[src/rtl/mux_arb_pkg.sv]
// Shared constants for the arbitrating multiplexer: selection modes and a
// small index helper used for the round-robin pointer update.
package mux_arb_pkg;

    localparam int MODE_RR   = 0;  // round-robin starting at the pointer
    localparam int MODE_PRIO = 1;  // fixed priority, channel 0 highest
    localparam int MODE_SEL  = 2;  // external select input

    // Next channel index after idx, wrapping from n-1 back to 0.
    function automatic int wrap_inc(input int idx, input int n);
        return (idx >= n - 1) ? 0 : idx + 1;
    endfunction

endpackage

[src/rtl/rr_arbiter.sv]
// Combinational grant selection for N requesters. The round-robin search
// masks off requesters below the pointer and falls back to the unmasked
// vector when nothing at or above the pointer is requesting, which keeps
// the request-to-grant path a pair of priority encoders.
module rr_arbiter
    import mux_arb_pkg::*;
#(
    parameter int N    = 4,
    parameter int MODE = MODE_RR,
    parameter int SW   = $clog2(N)
) (
    input  logic [N-1:0]  req,
    input  logic [SW-1:0] ptr,
    input  logic [SW-1:0] sel,
    input  logic          en,
    output logic [N-1:0]  grant,
    output logic [SW-1:0] grant_idx,
    output logic          grant_any
);

    logic [N-1:0] hi_req;
    logic         found;
    int           idx_int;

    // Requesters at or above the round-robin pointer.
    for (genvar gi = 0; gi < N; gi++) begin : g_mask
        assign hi_req[gi] = req[gi] && (gi >= int'(ptr));
    end

    // Pick the winning channel index according to the selection mode.
    always_comb begin
        found   = 1'b0;
        idx_int = 0;
        case (MODE)
            MODE_SEL: begin
                if ((int'(sel) < N) && req[sel]) begin
                    found   = 1'b1;
                    idx_int = int'(sel);
                end
            end
            MODE_PRIO: begin
                for (int c = N - 1; c >= 0; c--) begin
                    if (req[c]) begin
                        found   = 1'b1;
                        idx_int = c;
                    end
                end
            end
            default: begin
                if (|hi_req) begin
                    for (int c = N - 1; c >= 0; c--) begin
                        if (hi_req[c]) begin
                            found   = 1'b1;
                            idx_int = c;
                        end
                    end
                end else begin
                    for (int c = N - 1; c >= 0; c--) begin
                        if (req[c]) begin
                            found   = 1'b1;
                            idx_int = c;
                        end
                    end
                end
            end
        endcase
    end

    assign grant_idx = SW'(idx_int);
    assign grant_any = en && found;

    // One-hot grant, suppressed entirely when the consumer side cannot load.
    for (genvar gi = 0; gi < N; gi++) begin : g_grant
        assign grant[gi] = grant_any && (grant_idx == SW'(gi));
    end

endmodule

[src/rtl/mux_arb_reg.sv]
// N-input arbitrating multiplexer with a single registered output stage and
// valid/ready handshakes on every channel. A new word may be captured
// whenever the output register is empty or being drained this cycle, giving
// one word per cycle of throughput with one cycle of latency.
module mux_arb_reg
    import mux_arb_pkg::*;
#(
    parameter int WIDTH = 32,
    parameter int N     = 4,
    parameter int MODE  = MODE_RR,
    parameter int SW    = $clog2(N)
) (
    input  logic               clk,
    input  logic               clrn,
    input  logic [N-1:0]       in_valid,
    input  logic [N*WIDTH-1:0] in_data,
    output logic [N-1:0]       in_ready,
    input  logic [SW-1:0]      sel,
    output logic               out_valid,
    output logic [WIDTH-1:0]   out_data,
    output logic [SW-1:0]      out_src,
    input  logic               out_ready
);

    logic             load;
    logic [SW-1:0]    ptr;
    logic [N-1:0]     grant;
    logic [SW-1:0]    grant_idx;
    logic             grant_any;
    logic [WIDTH-1:0] chan [N];

    // Unpack the flat data bus so the data mux is a plain index on grant_idx.
    for (genvar gi = 0; gi < N; gi++) begin : g_chan
        assign chan[gi] = in_data[gi*WIDTH +: WIDTH];
    end

    // Reset is folded in so no channel sees ready while the block is held.
    assign load = (!out_valid || out_ready) && clrn;

    rr_arbiter #(
        .N    (N),
        .MODE (MODE),
        .SW   (SW)
    ) u_arb (
        .req       (in_valid),
        .ptr       (ptr),
        .sel       (sel),
        .en        (load),
        .grant     (grant),
        .grant_idx (grant_idx),
        .grant_any (grant_any)
    );

    assign in_ready = grant;

    // Output register: reload on a grant, empty on a drain with no grant,
    // hold under backpressure.
    always_ff @(posedge clk or negedge clrn) begin
        if (!clrn) begin
            out_valid <= 1'b0;
            out_data  <= '0;
            out_src   <= '0;
        end else if (load) begin
            if (grant_any) begin
                out_valid <= 1'b1;
                out_data  <= chan[grant_idx];
                out_src   <= grant_idx;
            end else begin
                out_valid <= 1'b0;
            end
        end
    end

    // Round-robin pointer moves just past the channel that won.
    always_ff @(posedge clk or negedge clrn) begin
        if (!clrn) begin
            ptr <= '0;
        end else if ((MODE == MODE_RR) && grant_any) begin
            ptr <= SW'(wrap_inc(int'(grant_idx), N));
        end
    end

endmodule

[config.mk]
export PLATFORM = sky130hd
export DESIGN_NAME = mux_arb_reg
export DESIGN_NICKNAME = d
export VERILOG_FILES = /design/src/rtl/mux_arb_pkg.sv /design/src/rtl/rr_arbiter.sv /design/src/rtl/mux_arb_reg.sv
export SDC_FILE = /design/constraint.sdc
export NUM_CORES = 1
export LEC_CHECK = 0
export ABC_AREA = 1
export BUFFER_PORTS_ARGS = -buffer_cell sky130_fd_sc_hd__buf_4
export CAP_MARGIN = 30
export CORE_ASPECT_RATIO = 0.5
export CORE_MARGIN = 4
export CORE_UTILIZATION = 48
export CTS_CLUSTER_SIZE = 40
export DETAILED_ROUTE_END_ITERATION = 8
export PLACE_DENSITY_LB_ADDON = 0.15
export SYNTH_ARGS = -nofsm -noshare
export SYNTH_HDL_FRONTEND = slang
export SYNTH_SLANG_ARGS = --single-unit
[constraint.sdc]
create_clock -name clk -period 3.75 [get_ports clk]
set_clock_uncertainty 0.1 [all_clocks]
set_input_delay 0.9375 -clock clk [delete_from_list [all_inputs] [get_ports clk]]
set_output_delay 0.9375 -clock clk [all_outputs]
set_load 0.05 [all_outputs]
==> run metrics, run 1 <==
status=completed; DP Cell Count=approximately 720; Remaining Overflow, GRT=0; Die Y=64.31 um; max cap viols=0; area delta synth->final=47.35%; setup TNS=0 ns; post-CTS setup repair buffer count=0; Horiz. Die Dim=between 100 and 150 um; Pleak=2.599 nW; Initial DRC Count=approximately 240; die area=7757 sq um; Power Dens Cells=713.5 nW/um^2; Port Buffers=between 150 and 200; Final Cycle Share=between 80% and 90%; DRT Pass-1 Iters=4; # fillers=561; CTS sink count=37; Synth Register Bits=37; WL final=9.177 mm; post-route ant nets=0; Clock Pin Slew Worst Setup and Hold Paths=0.06 ns; Cells after Synth=476; share of cells above drive strength 1=between 30% and 40%; vias in the first global route=between 3000 and 4000; drt drc=0; initial core utilization=49.86%; syn nets=614; CP Launch Type=input port; CP Max Fanout=24; mapped cell area=just over 3000 sq um; clk_lat worst skew=0.28 ns; DR vias=3437; relative slew slack=56.22%; dpl hpwl=a little under 7 mm; largest net degree at the start of global routing=60; # IOs=176; H-tree depth reported by CTS=2; Final Hold Viols=0; unrepaired setup endpoints after global routing=no; Yosys Warn Count=0; Root Buffer=clkbuf_16; first-pass GRT wire length=14.94 mm; CP endpoint kind=primary output; nets@finish=772; Max IR drop VDD=0.3932 mV; Crit Path Class=input port to primary output; Hold Buf Count CTS=0; Cell Count, Final, Fillers Out=723; Syn Area/Cell=approximately 6.4 sq um; Hold Path Class=flop to flop; fin. max-slew vios=0; Period minus WS final=3.225 ns; library cells used by synthesis=25; DR vias/cell=4.754; cts bufs inserted=5; Critical Path RT=2.71 ns; Core Rows=20; WP data arrival=2.19 ns; Seq/Total Area, Yosys=30.42%; initial antenna violation count=0; Fmax achieved=slightly above 300 MHz; CORE AREA=6106 sq um; GRT Total Usage=23.34%; RD Place Congestion=0.8507; final setup violating endpoints=0; routed len/inst=between 10 and 15 um; worst slew pin tran=0.6543 ns; CTS tree=done; ANT cells=0; CTS Buffer Depth=2; Post-CTS Resized=0
## through the flow
step           cell area, sq um  setup slack [ns]  utilization, %  hold slack [ns]  power (mW)
2_1_floorplan              3044            0.2832               -           0.3719       2.129
3_3_place_gp               4295            0.5606           70.35           0.3652       2.638
3_5_place_dp               4295            0.5383           70.35           0.3661       2.667
4_1_cts                    4486            0.5324           73.46           0.3873       3.222
5_1_grt                    4486            0.3908           73.46           0.4253       3.421
6_report                   4486            0.5254           73.46           0.3856       3.201
## logic make-up (layout without fill, tap and decap cells)
group,Yosys count,after routing,synth area share [%]
AO/OA/AOI/OAI,28,28,6.042
adder cells (fa/ha/maj),1,1,0.4109
buffers and inverters,121,280,18.45
flip-flops,37,37,30.42
AND/OR/NAND/NOR,289,289,44.68
## path summary, 6_finish.rpt
| kind | startpoint | slack (ns) | to | depth (start not counted) |
|---|---|---|---|---|
| setup / recovery | in_valid[2] | 0.53 | in_ready[3] | 10 |
| hold / removal | out_data[27]$_DFFE_PN0P_ | 0.39 | out_data[27]$_DFFE_PN0P_ | 2 |
| setup reg to reg | ptr[1]$_DFFE_PN0P_ | 1.46 | out_data[24]$_DFFE_PN0P_ | 11 |
| hold reg to reg | out_data[27]$_DFFE_PN0P_ | 0.39 | out_data[27]$_DFFE_PN0P_ | 2 |
| max in group asynchronous | clrn | 2.59 | out_src[1]$_DFFE_PN0P_ | 2 |
| min in group asynchronous | clrn | 0.63 | ptr[0]$_DFFE_PN0P_ | 2 |
## critical path, cell delays in order
cell and delay, ns:
buf_4 0.12, inv_1 0.07, nand2_1 0.06, a21oi_1 0.17, nand2_2 0.08, nand2_2 0.09, buf_4 0.25, nand2_1 0.10
nor2_1 0.09, buf_4 0.20
## cell usage after synthesis
master / instances / area [sq um]
nor2_2: 1 / 6.260
nand3b_1: 15 / 112.6
o21a_1: 1 / 7.510
buf_2: 11 / 55.05
nand4_1: 16 / 100.1
buf_8: 1 / 15.01
nand3_2: 7 / 70.07
nand2_1: 130 / 488.0
a21oi_1: 11 / 55.05
nand2_2: 10 / 62.56
buf_6: 9 / 101.4
or2_1: 9 / 56.30
nor2_1: 39 / 146.4
ha_1: 1 / 12.51
inv_1: 89 / 334.1
and2_1: 1 / 6.260
clkbuf_1: 5 / 18.77
nand3_1: 60 / 300.3
buf_4: 4 / 30.03
nor2_4: 1 / 11.26
a21oi_2: 5 / 43.79
o211ai_1: 9 / 67.56
inv_2: 2 / 7.510
o21ai_0: 2 / 10.01
dfrtp_1: 37 / 925.9
## state kept, by name, summed over array words and instances, names as in the netlist
| signal | flops |
|---|---|
| out_data | 32 |
| out_src | 2 |
| ptr | 2 |
| out_valid | 1 |
## report_power, final
| group | total (mW) | internal (mW) | switching [mW] |
|---|---|---|---|
| logic | 1.96 | 0.619 | 1.34 |
| clock network | 0.548 | 0.380 | 0.168 |
| registers | 0.697 | 0.588 | 0.109 |
| total | 3.20 | 1.59 | 1.61 |
## cells in the final DEF (no fill, tap or decap), types with 5 or more instances in the layout
master     synthesis  layout
dfrtp_1           37      37
inv_1             89      89
nor2_1            39      39
nand2_1          130     129
a21oi_1           11      11
nand4_1           16      16
nand3_1           60      60
nand2_2           10      11
nand3b_1          15      15
a21oi_2            5       5
buf_4              4     181
nand3_2            7       7
clkbuf_16          0       5
or2_1              9       9
o211ai_1           9       9
## layout make-up
class / count / area [sq um] / share of cell area (%)
Multi-Input combinational cell: 318 / 1559 / 34.76
Timing Repair Buffer: 181 / 1359 / 30.29
Sequential cell: 37 / 925.9 / 20.64
Inverter: 91 / 341.6 / 7.615
Clock buffer: 5 / 125.1 / 2.789
Tap cell: 88 / 110.1 / 2.455
Clock inverter: 3 / 65.06 / 1.450
## layer usage
layer / vias up / routed length [um] / GRT usage, % / share of wire, %
li1: 1784 / - / - / -
met1: 1532 / 3951 / 30.39 / 43
met2: 113 / 4373 / 39.05 / 48
met3: 8 / 800 / 7.339 / 8.7
met4: 0 / 51 / 3.390 / 0.56
met5: - / 0 / 0 / 0
(Power assumes the default switching activity.)
==> run 2: changes to the inputs <==
--- a/config.mk
+++ b/config.mk
@@ -13,6 +13,7 @@
 export CORE_UTILIZATION = 48
 export CTS_CLUSTER_SIZE = 40
 export DETAILED_ROUTE_END_ITERATION = 8
+export MAX_ROUTING_LAYER = met4
 export PLACE_DENSITY_LB_ADDON = 0.15
 export SYNTH_ARGS = -nofsm -noshare
 export SYNTH_HDL_FRONTEND = slang
==> run metrics, run 2 (synthesized netlist as in run 1, its figures left out) <==
status=completed; initial core utilization=approximately half; CP Max Fanout=24; ANT cells=0; Largest register FFs=32; Fmax achieved=310.2 MHz; GRT Total Usage=roughly a quarter; Hold Path Class=flop to flop; setup TNS=0 ns; r2r endpoint=out_data[24]$_DFFE_PN0P_; CP Launch Type=input port; CTS tree=done; Final Hold Viols=0; Pleak=2.599 nW; Remaining Overflow, GRT=0; R2R depth=11; routed len/inst=12.68 um; unrepaired setup endpoints after global routing=no; biggest regs=out_data x32, out_src x2, ptr x2; Max IR drop VDD=0.3932 mV; Port Buffers=173; worst path bufs/invs=4; Crit Path Class=input port to primary output; Most common cell on crit path=buf_4; # fillers=561; area of the multi-input gates=1559 sq um; Top delay family on crit path=buffers and inverters; Setup crit end=in_ready[3]; CTS sink count=37; WP depth=10; post-route ant nets=0; Power Dens Cells=between 700 and 800 nW/um^2; clk_lat worst skew=0.28 ns; initial antenna violation count=0; slowest CP cell=buf_4; Post-CTS Resized=0; CORE AREA=roughly 6100 sq um; relative slew slack=56.25%; Period minus WS final=3.223 ns; die area=7757 sq um; first-pass GRT wire length=14.95 mm; dpl hpwl=6.800 mm; Max stage delay on crit path=0.25 ns; Clock Pin Slew Worst Setup and Hold Paths=0.06 ns; max cap viols=0; Critical Path RT=2.71 ns; DP Cell Count=715; Die Y=64.31 um; vias in the first global route=3227; Horiz. Die Dim=between 100 and 150 um; largest net degree at the start of global routing=60; WP data arrival=2.19 ns; Final Cycle Share=roughly 86%; register area=925.9 sq um; H-tree depth reported by CTS=2; crit path cell chain=buf_4 -> inv_1 -> nand2_1 -> a21oi_1 -> nand2_2 -> nand2_2 -> buf_4 -> nand2_1 -> nor2_1 -> buf_4; RD Place Congestion=0.8642; DR vias/cell=4.754; Core Util, Final=73.46%; area delta synth->final=47.35%; fin. max-slew vios=0; final setup violating endpoints=0; Top reg by flops=out_data; share of cells above drive strength 1=34.02%; Hold Buf Count CTS=0; post-CTS setup repair buffer count=0; Core Rows=20; CP endpoint kind=primary output; cts bufs inserted=5; worst r2r src=ptr[1]$_DFFE_PN0P_; Worst Setup SP=in_valid[2]; Root Buffer=clkbuf_16; Initial DRC Count=206; drt drc=0; WL final=9.169 mm; nets@finish=772; DR vias=3437; DRT Pass-1 Iters=4; most frequent cells in the layout=buf_4 (181), nand2_1 (129), inv_1 (89); CTS Buffer Depth=2; Reg2Reg Setup Slack=1.45 ns; # IOs=176; worst slew pin tran=between 0.6 and 0.7 ns; Cell Count, Final, Fillers Out=723; commonest non-fill, non-tap cell in the layout=buf_4
-- run 2: cell counts in the layout (fill, tap and decap cells not counted) --
Identical to the previous run, type by type.
-- run 2: worst min path at each step --
stage	startpoint	to	depth (start not counted)
global placement	out_data[21]$_DFFE_PN0P_	out_data[21]$_DFFE_PN0P_	2
CTS	out_data[27]$_DFFE_PN0P_	out_data[27]$_DFFE_PN0P_	2
global route	out_src[0]$_DFFE_PN0P_	out_src[0]$_DFFE_PN0P_	2
floorplan	ptr[0]$_DFFE_PN0P_	ptr[0]$_DFFE_PN0P_	2
detailed placement	out_data[27]$_DFFE_PN0P_	out_data[27]$_DFFE_PN0P_	2
finish	out_data[27]$_DFFE_PN0P_	out_data[27]$_DFFE_PN0P_	2
-- run 2: area by class of cell --
type	instances	share of cell area [%]
Multi-Input combinational cell	318	34.76
Clock inverter	3	1.450
Timing Repair Buffer	181	30.29
Clock buffer	5	2.789
Inverter	91	7.615
Sequential cell	37	20.64
Tap cell	88	2.455
-- run 2: through the flow --
stage / hold WS (ns) / setup slack (ns) / cell area, sq um / total power, mW
2_1_floorplan: 0.3719 / 0.2832 / 3044 / 2.129
3_3_place_gp: 0.3652 / 0.5606 / 4295 / 2.638
3_5_place_dp: 0.3661 / 0.5383 / 4295 / 2.667
4_1_cts: 0.3873 / 0.5324 / 4486 / 3.222
5_1_grt: 0.4253 / 0.3900 / 4486 / 3.420
6_report: 0.3858 / 0.5265 / 4486 / 3.200
-- run 2: routing by layer --
layer / global-route usage, % / vias to the layer above / wire length, um
li1: - / 1785 / -
met1: 30.66 / 1533 / 4012
met2: 39.26 / 111 / 4378
met3: 6.543 / 8 / 727
met4: 3.390 / 0 / 51
met5: - / - / 0
-- run 2: worst reg2reg max path: stages (launching register included) --
cell,delay [ns]
dfrtp_1,0.41
nor2_1,0.12
nand2_1,0.10
and2_1,0.16
nand2_2,0.23
inv_2,0.06
buf_4,0.24
nor2_4,0.29
inv_2,0.22
a21oi_1,0.20
nor2_1,0.06
nand2_1,0.06
-- run 2: power breakdown --
part	switching (mW)	total (mW)	internal (mW)
logic	1.34	1.96	0.619
clock network	0.167	0.547	0.380
registers	0.110	0.697	0.588
total	1.61	3.20	1.59
